### config.mk
export PLATFORM = sky130hd
export DESIGN_NAME = fnd_scan_mux
export DESIGN_NICKNAME = d
export VERILOG_FILES = /design/src/rtl/fnd_scan_mux.sv
export SDC_FILE = /design/constraint.sdc
export NUM_CORES = 1
export LEC_CHECK = 0
export CORE_MARGIN = 2
export CORE_UTILIZATION = 45
export DETAILED_ROUTE_END_ITERATION = 12
export PLACE_DENSITY_LB_ADDON = 0.08
export SYNTH_ARGS = -nofsm -noshare
export SYNTH_HDL_FRONTEND = slang
export SYNTH_SLANG_ARGS = --single-unit
### constraint.sdc
create_clock -name i_clk -period 1.8 [get_ports i_clk]
set_input_delay 0.27 -clock i_clk [delete_from_list [all_inputs] [get_ports i_clk]]
set_output_delay 0.27 -clock i_clk [all_outputs]
set_load 0.01 [all_outputs]
### src/rtl/fnd_scan_mux.sv
// Source selector and digit scanner for the multiplexed FND display path.
// Scans one digit per SCAN_DIV clocks, switches source only at frame wrap, optional leading-zero blanking.
module fnd_scan_mux #(
   parameter int unsigned        DIGIT_W    = 4,
   parameter int unsigned        NUM_DIGITS = 4,
   parameter int unsigned        SCAN_DIV   = 100000,
   parameter logic [DIGIT_W-1:0] BLANK_CODE = '1
) (
   input  logic                          i_clk,
   input  logic                          i_rst_n,
   input  logic [NUM_DIGITS*DIGIT_W-1:0] i_a,
   input  logic [NUM_DIGITS*DIGIT_W-1:0] i_b,
   input  logic                          i_mode,
   input  logic                          i_onOff,
   input  logic                          i_lz_en,
   output logic [DIGIT_W-1:0]            o_digit,
   output logic [NUM_DIGITS-1:0]         o_com,
   output logic                          o_frame_done
);

   localparam int unsigned     PW         = (SCAN_DIV > 1) ? $clog2(SCAN_DIV) : 1;
   localparam int unsigned     IW         = $clog2(NUM_DIGITS);
   localparam logic [PW-1:0]   PRESC_LAST = PW'(SCAN_DIV - 1);
   localparam logic [IW-1:0]   IDX_LAST   = IW'(NUM_DIGITS - 1);

   logic [PW-1:0]                 presc;
   logic [IW-1:0]                 idx;
   logic                          mode_q;
   logic                          frame_end_q;
   logic                          tick;
   logic                          frame_end;
   logic [NUM_DIGITS*DIGIT_W-1:0] src;
   logic [DIGIT_W-1:0]            digs [NUM_DIGITS];
   logic [NUM_DIGITS-1:0]         lz_mask;
   logic                          upper_nz;
   logic [DIGIT_W-1:0]            digit_next;
   logic [NUM_DIGITS-1:0]         com_next;

   always_comb begin
      tick      = (presc == PRESC_LAST);
      frame_end = tick && (idx == IDX_LAST);
   end

   always_comb begin
      src = mode_q ? i_b : i_a;
      for (int unsigned k = 0; k < NUM_DIGITS; k++) begin
         digs[k] = src[k*DIGIT_W +: DIGIT_W];
      end
   end

   // Walk from the most significant digit down; a digit is a leading zero
   // until the first non-zero digit is seen. Digit 0 is never masked.
   always_comb begin
      upper_nz = 1'b0;
      lz_mask  = '0;
      for (int unsigned j = 0; j < NUM_DIGITS; j++) begin
         upper_nz = upper_nz | (digs[NUM_DIGITS-1-j] != '0);
         lz_mask[NUM_DIGITS-1-j] = !upper_nz && (j != NUM_DIGITS-1);
      end
   end

   always_comb begin
      digit_next = digs[idx];
      if (i_onOff) begin
         digit_next = BLANK_CODE;
      end else if (i_lz_en && lz_mask[idx]) begin
         digit_next = BLANK_CODE;
      end
      com_next      = '1;
      com_next[idx] = 1'b0;
   end

   always_ff @(posedge i_clk or negedge i_rst_n) begin
      if (!i_rst_n) begin
         presc        <= '0;
         idx          <= '0;
         mode_q       <= 1'b0;
         frame_end_q  <= 1'b0;
         o_digit      <= BLANK_CODE;
         o_com        <= '1;
         o_frame_done <= 1'b0;
      end else begin
         presc <= tick ? '0 : presc + PW'(1);
         if (tick) begin
            idx <= (idx == IDX_LAST) ? '0 : idx + IW'(1);
         end
         if (frame_end) begin
            mode_q <= i_mode;
         end
         // Extra stage so the pulse lines up with o_com first showing digit 0,
         // which itself trails the index by one register.
         frame_end_q  <= frame_end;
         o_frame_done <= frame_end_q;
         o_digit      <= digit_next;
         o_com        <= com_next;
      end
   end

endmodule

==> results_dict.tcl <==
set metrics [dict create \
    seq_area_um2 761 \
    yosysWarnings 0 \
    syn_nets 183 \
    top_layer_used "met4" \
    synth-async-reset-ratio_pct 100 \
    synth_top_area_share_pct 35.1 \
    critPathMaxFanout 4 \
    die_h_um 63 \
    syn_area_mm2 0.00157 \
    hold_violations 0 \
    ys_seq_elements 30 \
    worst_ir_drop_vdd_mv 0.297 \
    place_area_mm2 0.00211 \
    cp.required_ps 2070 \
    cp.arrival_ps 2030 \
    fin_area_mm2 0.00220 \
    synth_edf_count 0 \
    num-nets-final 238 \
    max-slew-margin-rel_pct 72.6 \
    ys_seq_area_share_pct 48.6 \
    cap_viol_max_count 0 \
    met2RoutedLength_um 1560 \
    tritoncts "yes" \
    cts_buffer_depth 2 \
    drt_iter0_drc 45 \
    synth_top_area_cell "dfrtp_1" \
    core-area_mm2 0.00334 \
    hpwl_um 2590 \
    tightest_slew_ps 408 \
    startpoint_type "primary input" \
    vias 1297 \
    grt-ovfl-total 0 \
    wl_met1_um 1380 \
    yosys-top-cells-area "dfrtp_1, dfstp_2, mux4_2" \
    power_density_mw_per_mm2 597 \
    r2r-end "mode_q" \
    outcome "finished clean" \
    syn_to_final_growth_pct 40.5 \
    synth_most_common_cell "dfrtp_1" \
    clk_latency_ps 320 \
    hold_class "in -> async" \
    port_buffers 45 \
    cts_setup_buffers 0 \
    fp.dieArea_mm2 0.00397 \
    p_leak_nw 0.921 \
    multiInputGateArea_um2 771 \
    setup.worst_path.end_class "flop" \
    cts_root_buf "clkbuf_4" \
    wl_met3_um 197 \
    grt_max_degree 31 \
    die_w_um 63 \
    ff2ff_setup_slack_ps 90 \
    grt_use_total_pct 18.8 \
    boundaryPins 46 \
    layout_min_cycle_time_ps 1760 \
    utilization_pct 66.0 \
    remaining_drc_errors 0 \
    clock_sinks 30 \
    synth_commonest_cells "dfrtp_1, nand2_1, nand3_1" \
    wire_per_inst_um 13.2 \
    grt_pass1_vias 1328 \
    drt-vias-per-instance 5.34 \
    synthDistinctLibCells 33 \
    critPathLaunch "i_b[11]" \
    grt_setup_unrepaired "true" \
    fin_setup_tns_ps 0 \
    drt-pass1-iter-count 4 \
    setup_viol 0 \
    min_period_over_period_pct 97.7 \
    drt-total-wl_um 3200 \
    synthFlopType "dfrtp_1" \
    grt_pass1_wl_um 5860 \
    worstReg2RegStart "presc[14]" \
    numCtsBuffers 5 \
    htree_levels 2 \
    nFillCells 286 \
    initial_utilization_pct 46.9 \
    ant_nets 0 \
    antenna_found_initial 0 \
    clk_pin_slew_ps 90 \
    layout-drive-gt1-share_pct 17.8 \
    avgSynthCellArea_um2 11.1 \
    fmax_mhz 568 \
    drv_slew 0 \
    routabilityCongestion 0.814 \
    rows 21 \
    endpoint "o_digit[3]" \
    antenna_cells 0 \
    reg2reg_depth 5 \
    worst-setup-path-type "in -> reg" \
    synthCells 141 \
    skew_ps 3.44 \
]
[worst min path at each step]
stage	end	slack, ps
5_1_grt	frame_end_q	330
6_report	frame_end_q	310
4_1_cts	frame_end_q	320
2_1_floorplan	frame_end_q	-30
3_3_place_gp	o_frame_done	330
3_5_place_dp	o_frame_done	340
[metrics by stage]
step | setup WS [ps] | hold WS (ps) | total power [mW] | std cells
global route | -17.3 | 333 | 1.38 | 243
detailed placement | -374 | 341 | 0.841 | 235
floorplan | 140 | -25.6 | 0.727 | 141
finish | 40.6 | 313 | 1.31 | 243
global placement | -328 | 334 | 0.839 | 235
CTS | 39.5 | 319 | 1.33 | 243
[worst max-delay path, cell delays in order]
cell             delay (ps)
clkdlybuf4s50_1         420
or4_4                   540
or4_1                   410
a32o_2                  310
nand3_1                  80
[sequential cells by signal (all words and copies together) (netlist names)]
name,cells
idx,2
o_frame_done,1
frame_end_q,1
o_com,4
o_digit,4
presc,17
mode_q,1
[power by group]
part / total, mW / switching (mW) / internal, mW
registers: 0.686 / 0.00221 / 0.684
logic: 0.141 / 0.0435 / 0.0973
clock network: 0.486 / 0.219 / 0.267
total: 1.31 / 0.265 / 1.05
[cells in the final DEF, fill, tap and decap left out, types with 5 or more instances in the layout]
cell type / synthesis / layout
clkdlybuf4s50_1: 0 / 45
dfrtp_1: 22 / 22
nand2_1: 14 / 14
nand3_1: 12 / 12
nor2_1: 11 / 10
xnor2_1: 8 / 8
dfstp_2: 8 / 8
inv_1: 7 / 7
xor2_1: 7 / 7
buf_4: 0 / 7
mux4_2: 6 / 6
clkbuf_4: 0 / 5
[cell families after synthesis]
group	share of synthesized area, %
and+or+nand+nor	20.7
DFF	48.6
xor gates and xnor gates	8.39
buffers and inverters	2.95
muxes	12.3
AOI/OAI and AO/OA	3.12
adders and majority gates	3.99
[layout make-up]
cell class | count | share of cell area [%]
clock buffers | 8 | 3.58
inverters | 8 | 1.36
multi-input cells | 99 | 35.0
flip-flops and latches | 30 | 34.6
repair buffers | 52 | 22.9
well taps | 46 | 2.62
[routing by layer]
layer | vias to the layer above | track usage [%]
met2 | 41 | 31.9
met4 | 0 | 7.50
met3 | 6 | 5.59
met5 | - | 0
li1 | 611 | -
met1 | 639 | 22.3
[timing repair]
item	4_1_cts	5_1_grt
resized for setup	1	3
hold buffers	0	0
pin swaps	2	2
endpoints found under the setup margin	4	3
cloned	0	0
(Power assumes the default switching activity.)
